## src/rtl/q_pwr_pkg.sv

```systemverilog
// Shared types for the Q-channel power controller.
package q_pwr_pkg;

    typedef enum logic [1:0] {
        Q_RUN,
        Q_REQUEST,
        Q_STOPPED,
        Q_EXIT
    } qstate_t;

    // Pointer width that stays legal when only one channel exists.
    function automatic int ptr_width(input int num_ch);
        return (num_ch > 1) ? $clog2(num_ch) : 1;
    endfunction

endpackage

```

## src/rtl/q_channel_fsm.sv

```systemverilog
// One Q-channel handshake FSM: idle counter, quiescence request, clock gating
// and a wake request that is honoured only when the top-level arbiter grants it.
module q_channel_fsm
    import q_pwr_pkg::*;
#(
    parameter int IDLE_CYCLES = 16
) (
    input  logic clk,
    input  logic reset,
    input  logic force_run_i,
    input  logic qactive_i,
    input  logic qacceptn_i,
    input  logic wake_gnt_i,
    output logic wake_req_o,
    output logic qreqn_o,
    output logic clk_en_o,
    output logic stopped_o,
    output logic stopped_d_o
);

    localparam int CNT_W = $clog2(IDLE_CYCLES + 1);
    localparam logic [CNT_W-1:0] CNT_LAST = CNT_W'(IDLE_CYCLES - 1);
    localparam logic [CNT_W-1:0] CNT_MAX  = CNT_W'(IDLE_CYCLES);

    qstate_t          state_q, state_d;
    logic [CNT_W-1:0] cnt_q, cnt_d;
    logic             qreqn_q, qreqn_d;
    logic             clk_en_q, clk_en_d;
    logic             stopped_q, stopped_d;
    logic             idle;

    assign idle       = ~qactive_i & ~force_run_i;
    assign wake_req_o = (state_q == Q_STOPPED) & (qactive_i | force_run_i);

    always_comb begin
        // NOTE: every next-state signal takes its hold value first, so no path leaves one unassigned (no latch).
        state_d   = state_q;
        cnt_d     = cnt_q;
        qreqn_d   = qreqn_q;
        clk_en_d  = clk_en_q;
        stopped_d = stopped_q;

        unique case (state_q)
            Q_RUN: begin
                if (!idle) begin
                    cnt_d = '0;
                end else if (cnt_q == CNT_LAST) begin
                    state_d = Q_REQUEST;
                    qreqn_d = 1'b0;
                end else if (cnt_q != CNT_MAX) begin
                    cnt_d = cnt_q + 1'b1;
                end
            end
            Q_REQUEST: begin
                // The request is never withdrawn; activity here waits for STOPPED.
                if (!qacceptn_i) begin
                    state_d   = Q_STOPPED;
                    clk_en_d  = 1'b0;
                    stopped_d = 1'b1;
                end
            end
            Q_STOPPED: begin
                if (wake_req_o && wake_gnt_i) begin
                    state_d   = Q_EXIT;
                    qreqn_d   = 1'b1;
                    clk_en_d  = 1'b1;
                    stopped_d = 1'b0;
                end
            end
            Q_EXIT: begin
                if (qacceptn_i) begin
                    state_d = Q_RUN;
                    cnt_d   = '0;
                end
            end
            default: state_d = Q_RUN;
        endcase
    end

    always_ff @(posedge clk) begin
        // NOTE: state registers use non-blocking assignment so all flops update from pre-edge values.
        if (reset) begin
            state_q   <= Q_RUN;
            cnt_q     <= '0;
            qreqn_q   <= 1'b1;
            clk_en_q  <= 1'b1;
            stopped_q <= 1'b0;
        end else begin
            state_q   <= state_d;
            cnt_q     <= cnt_d;
            qreqn_q   <= qreqn_d;
            clk_en_q  <= clk_en_d;
            stopped_q <= stopped_d;
        end
    end

    assign qreqn_o     = qreqn_q;
    assign clk_en_o    = clk_en_q;
    assign stopped_o   = stopped_q;
    assign stopped_d_o = stopped_d;

endmodule

```

## src/rtl/q_channel_power_ctrl.sv

```systemverilog
// Q-channel power controller: per-channel handshake FSMs plus a round-robin
// arbiter that lets at most one channel leave STOPPED per cycle.
module q_channel_power_ctrl
    import q_pwr_pkg::*;
#(
    parameter int NUM_CH      = 2,
    parameter int IDLE_CYCLES = 16
) (
    input  logic              clk,
    input  logic              reset,
    input  logic              force_run_i,
    input  logic [NUM_CH-1:0] qactive_i,
    input  logic [NUM_CH-1:0] qacceptn_i,
    output logic [NUM_CH-1:0] qreqn_o,
    output logic [NUM_CH-1:0] clk_en_o,
    output logic [NUM_CH-1:0] stopped_o,
    output logic              all_stopped_o
);

    localparam int PTR_W = ptr_width(NUM_CH);

    logic [NUM_CH-1:0] wake_req;
    logic [NUM_CH-1:0] wake_gnt;
    logic [NUM_CH-1:0] stopped_next;
    logic [PTR_W-1:0]  ptr_q, ptr_d;
    logic              found;
    logic              all_stopped_q;

    for (genvar i = 0; i < NUM_CH; i++) begin : g_ch
        q_channel_fsm #(
            .IDLE_CYCLES(IDLE_CYCLES)
        ) u_fsm (
            .clk        (clk),
            .reset      (reset),
            .force_run_i(force_run_i),
            .qactive_i  (qactive_i[i]),
            .qacceptn_i (qacceptn_i[i]),
            .wake_gnt_i (wake_gnt[i]),
            .wake_req_o (wake_req[i]),
            .qreqn_o    (qreqn_o[i]),
            .clk_en_o   (clk_en_o[i]),
            .stopped_o  (stopped_o[i]),
            .stopped_d_o(stopped_next[i])
        );
    end

    // Search offsets from ptr outward; the first requesting channel wins.
    always_comb begin
        found    = 1'b0;
        wake_gnt = '0;
        ptr_d    = ptr_q;
        for (int k = 0; k < NUM_CH; k++) begin
            for (int i = 0; i < NUM_CH; i++) begin
                if (!found && wake_req[i] && (((int'(ptr_q) + k) % NUM_CH) == i)) begin
                    found       = 1'b1;
                    wake_gnt[i] = 1'b1;
                    ptr_d       = PTR_W'((i + 1) % NUM_CH);
                end
            end
        end
    end

    always_ff @(posedge clk) begin
        if (reset) begin
            ptr_q         <= '0;
            all_stopped_q <= 1'b0;
        end else begin
            ptr_q         <= ptr_d;
            all_stopped_q <= &stopped_next;
        end
    end

    assign all_stopped_o = all_stopped_q;

endmodule

```

## config.mk

```make
export PLATFORM = sky130hd
export DESIGN_NAME = q_channel_power_ctrl
export DESIGN_NICKNAME = d
export VERILOG_FILES = /design/src/rtl/q_pwr_pkg.sv /design/src/rtl/q_channel_fsm.sv /design/src/rtl/q_channel_power_ctrl.sv
export SDC_FILE = /design/constraint.sdc
export NUM_CORES = 1
export LEC_CHECK = 0
export ABC_AREA = 1
export CAP_MARGIN = 5
export CORE_AREA = 2 2 51 72
export CTS_BUF_LIST = sky130_fd_sc_hd__clkbuf_4 sky130_fd_sc_hd__clkbuf_8
export CTS_CLUSTER_SIZE = 40
export DETAILED_ROUTE_END_ITERATION = 8
export DIE_AREA = 0 0 53 74
export GPL_TIMING_DRIVEN = 0
export PLACE_DENSITY = 0.61
export SLEW_MARGIN = 40
export SYNTH_ARGS = -nofsm -noshare
export SYNTH_HDL_FRONTEND = slang
export SYNTH_SLANG_ARGS = --single-unit
```

## constraint.sdc

```tcl
create_clock -name clk -period 1.88 [get_ports clk]
set_clock_uncertainty 0.1 [all_clocks]
set_input_delay 0.564 -clock clk [delete_from_list [all_inputs] [get_ports clk]]
set_output_delay 0.564 -clock clk [all_outputs]
set_load 0.02 [all_outputs]
```

==> flow_summary_export.csv <==
group,metric,value,unit
timing,worstMarginPinSlew,0.486,ns
drt,first_pass_iters,4,
timing,finalHoldViolCount,0,
floorplanning,ioPinCount,14,
job,drv_cap,0,
synth,synth_area_leaders,"dfxtp_1 (31%), ha_1 (13%), nand2_1 (13%)",
floorplanning,initial_utilization,43.8,%
timing,final-setup-viol-count,0,
power_and_ir_drop,power.leakage,0.759,nW
global_route,grt_overflow,0,
synth,syn_area,1440,sq um
global_route,grt_pass1_wl,5010,microns
placement,gp_congestion,0.794,
synth,synth.most_common_cell,"nand2_1",
synth,synth.distinct_cells,22,
power_and_ir_drop,powerDensity,667,nW/um^2
layout,area_delta_synth_final,16.4,%
global_route,antenna_found_initial,0,
critical_path,reg2reg_to,"g_ch[0].u_fsm.cnt_q[1]",
layout,fin_cells,271,
clock_tree,clock-sinks,22,
floorplanning,coreArea,3280,sq um
floorplanning,die_height,74,microns
placement,place_area,1620,sq um
critical_path,cp_cell_sequence,"clkdlybuf4s50_1",
synth,synth_top_area_share,30.6,%
min_path,hold_path_startpoint,"g_ch[0].u_fsm.clk_en_o",
clock_tree,clk_latency,0.26,ns
synth,ys_seq_elements,22,
critical_path,rr_startpoint,"g_ch[0].u_fsm.cnt_q[0]",
layout,fin_nets,255,
floorplanning,std_cell_rows,25,
layout,drive_above_1_share,10.4,%
synth,yosysSeqAreaShare,30.6,%
critical_path,crit_path_start_kind,"flip-flop",
drt,via_per_inst,4.85,
global_route,track_usage,17.1,%
critical_path,worstPathMaxFanout,1,
critical_path,cp-end-kind,"output pin",
critical_path,ff2ff_setup_slack,0.16,ns
layout,fin_util,50.9,%
synth,synth_nets,237,
critical_path,slowest_delay,0.59,ns
timing,slew-limit-headroom,67.6,%
drt,routedWlPerCell,10.7,microns
synth,yosysTopAreaCell,"dfxtp_1",
clock_tree,cts_max_level,1,
drt,vias,1315,
critical_path,cp.buffers_inverters,1,
placement,port_buffers,13,
clock_tree,cts_buffers,3,
placement,hpwl,2300,microns
critical_path,crit_family,"buffers and inverters",
timing,holdWs,0.362,ns
timing,slew_viol_final,0,
min_path,min_to,"g_ch[0].u_fsm.clk_en_o",
synth,syn_area_per_cell,6.69,sq um
min_path,whs_path_depth,2,
layout,num_antenna_cells,0,
critical_path,reg2reg_depth,11,
synth,synth_edf_count,0,
drt,totalWireLength,2900,microns
synth,ys_async_sr_fraction,0,%
clock_tree,tritoncts,"done",
synth,yosysWarnings,0,
drt,drtIter0Drc,28,
drt,drc_errors,0,
timing,min_period,1.82,ns
clock_tree,cts_buffer_depth,2,
timing,rsz0062_at_grt,"no",
timing,period_share,96.7,%
floorplanning,dieArea,3920,sq um
clock_tree,path_clk_slew,0.07,ns
timing,fmax,550,MHz
global_route,grt_max_degree,12,
min_path,min_path_type,"reg2reg",
floorplanning,die_w,53,microns
power_and_ir_drop,peakVddDrop,0.382,mV
clock_tree,post_cts_buffers,0,
clock_tree,cts_root_buf,"clkbuf_8",
critical_path,slowest_stage,"clkdlybuf4s50_1",
synth,synth_ff_type,"dfxtp_1",
drt,ant_nets,0,
global_route,grt_pass1_vias,1208,
critical_path,crit_arrival,1.15,ns
layout,fin_area,1670,sq um
critical_path,critical_path_class,"reg2out",
placement,dp_cells,268,
critical_path,worstPathRequired,1.22,ns
synth,netlist_top_cells_count,"nand2_1 (48), inv_1 (28), nor2_1 (27), nand3_1 (23), dfxtp_1 (22)",
synth,syn-instance-count,215,
status,status,"finished clean",
-- stage by stage --
stage	power (mW)	setup TNS, ns	setup WS (ns)
2_1_floorplan	0.750	0	0.352
4_1_cts	1.12	0	0.0337
6_report	1.12	0	0.0619
3_3_place_gp	0.829	-2.82	-0.237
3_5_place_dp	0.828	-2.71	-0.244
5_1_grt	1.20	0	0.00733
-- cell type report --
cell class	count	area (sq um)
Buffer	7	48.8
Clock buffer	3	41.3
Fill cell	356	1610
Inverter	29	109
Multi-Input combinational cell	157	853
Sequential cell	22	443
Tap cell	40	50.0
Timing Repair Buffer	13	128
-- layout by cell type, fill, tap and decap left out --
cell             synthesis  layout
o211a_1                  1       1
clkdlybuf4s50_1          0       5
a31o_2                   1       1
dfxtp_2                  0       2
o21ai_1                  7       7
ha_1                    15      15
nand2_2                  3       2
inv_2                    1       1
or2_2                    3       3
nand3_1                 23      23
clkbuf_8                 0       3
a21oi_1                 15      14
buf_4                    6       6
o21ai_0                  3       3
dfxtp_1                 22      20
or2_1                    1       1
dlymetal6s2s_1           0       2
inv_1                   28      28
a21oi_2                  1       2
nand2_4                  1       2
nor2_2                   2       1
nand4_1                  4       4
clkbuf_1                 1       1
nor2_1                  27      27
nor2_4                   0       1
nand2_1                 48      48
nor3_1                   2       2
dlygate4sd2_1            0       6
-- cell families after synthesis --
logic type                 after synthesis  share of synthesized area [%]
and+or+nand+nor                        114                           34.7
adders and majority gates               15                           13.1
AOI/OAI and AO/OA                       28                           10.6
DFF                                     22                           30.6
buffers and inverters                   36                           11.0
-- flip-flops by register name (all words and copies together) (netlist names) --
signal / count
ptr_q: 1
g_ch.u_fsm.clk_en_o: 2
g_ch.u_fsm.qreqn_o: 2
g_ch.u_fsm.cnt_q: 10
g_ch.u_fsm.state_q: 4
all_stopped_o: 1
g_ch.u_fsm.stopped_o: 2
-- timing repair --
item | 4_1_cts | 5_1_grt
hold buffers | 0 | 0
setup endpoints to repair | 6 | 11
gates cloned | 0 | 0
pin swaps | 0 | 1
resized for setup | 6 | 7
-- metal layers --
| layer | part of all wire [%] | vias to the layer above | track usage [%] |
|---|---|---|---|
| met3 | 3.6 | 5 | 2.01 |
| met5 | 0 | - | 0 |
| met1 | 42 | 575 | 18.6 |
| met4 | 2.0 | 0 | 7.69 |
| li1 | - | 719 | - |
| met2 | 52 | 16 | 32.1 |
-- how the worst max path moves through the flow --
stage | from | to | slack, ns | cells past startpoint
6_report | all_stopped_o | all_stopped_o | 0.06 | 1
5_1_grt | g_ch[0].u_fsm.cnt_q[0] | g_ch[0].u_fsm.cnt_q[1] | 0.007 | 11
4_1_cts | force_run_i | g_ch[1].u_fsm.state_q[1] | 0.03 | 7
3_5_place_dp | force_run_i | g_ch[1].u_fsm.state_q[1] | -0.24 | 7
3_3_place_gp | force_run_i | g_ch[1].u_fsm.state_q[1] | -0.24 | 7
2_1_floorplan | g_ch[1].u_fsm.cnt_q[0] | g_ch[1].u_fsm.cnt_q[1] | 0.35 | 11
-- where the power goes --
| part | switching (mW) | internal [mW] | total [mW] | leakage (nW) |
|---|---|---|---|---|
| Sequential | 0.0320 | 0.501 | 0.533 | 0.179 |
| Clock | 0.149 | 0.143 | 0.292 | 0.0216 |
| Combinational | 0.179 | 0.112 | 0.290 | 0.559 |
| Total | 0.360 | 0.756 | 1.12 | 0.759 |
-- worst register-to-register path: stages (launching register included) --
cell and delay [ns]:
dfxtp_1 0.44, ha_1 0.20, nand2_1 0.07, nor2_1 0.11, ha_1 0.18, inv_1 0.04, nand2_1 0.07, nand2_1 0.12
nand2_4 0.12, nand2_1 0.05, o21ai_1 0.07, nor2_1 0.04
Note: power is estimated with default switching activity, not from simulation.
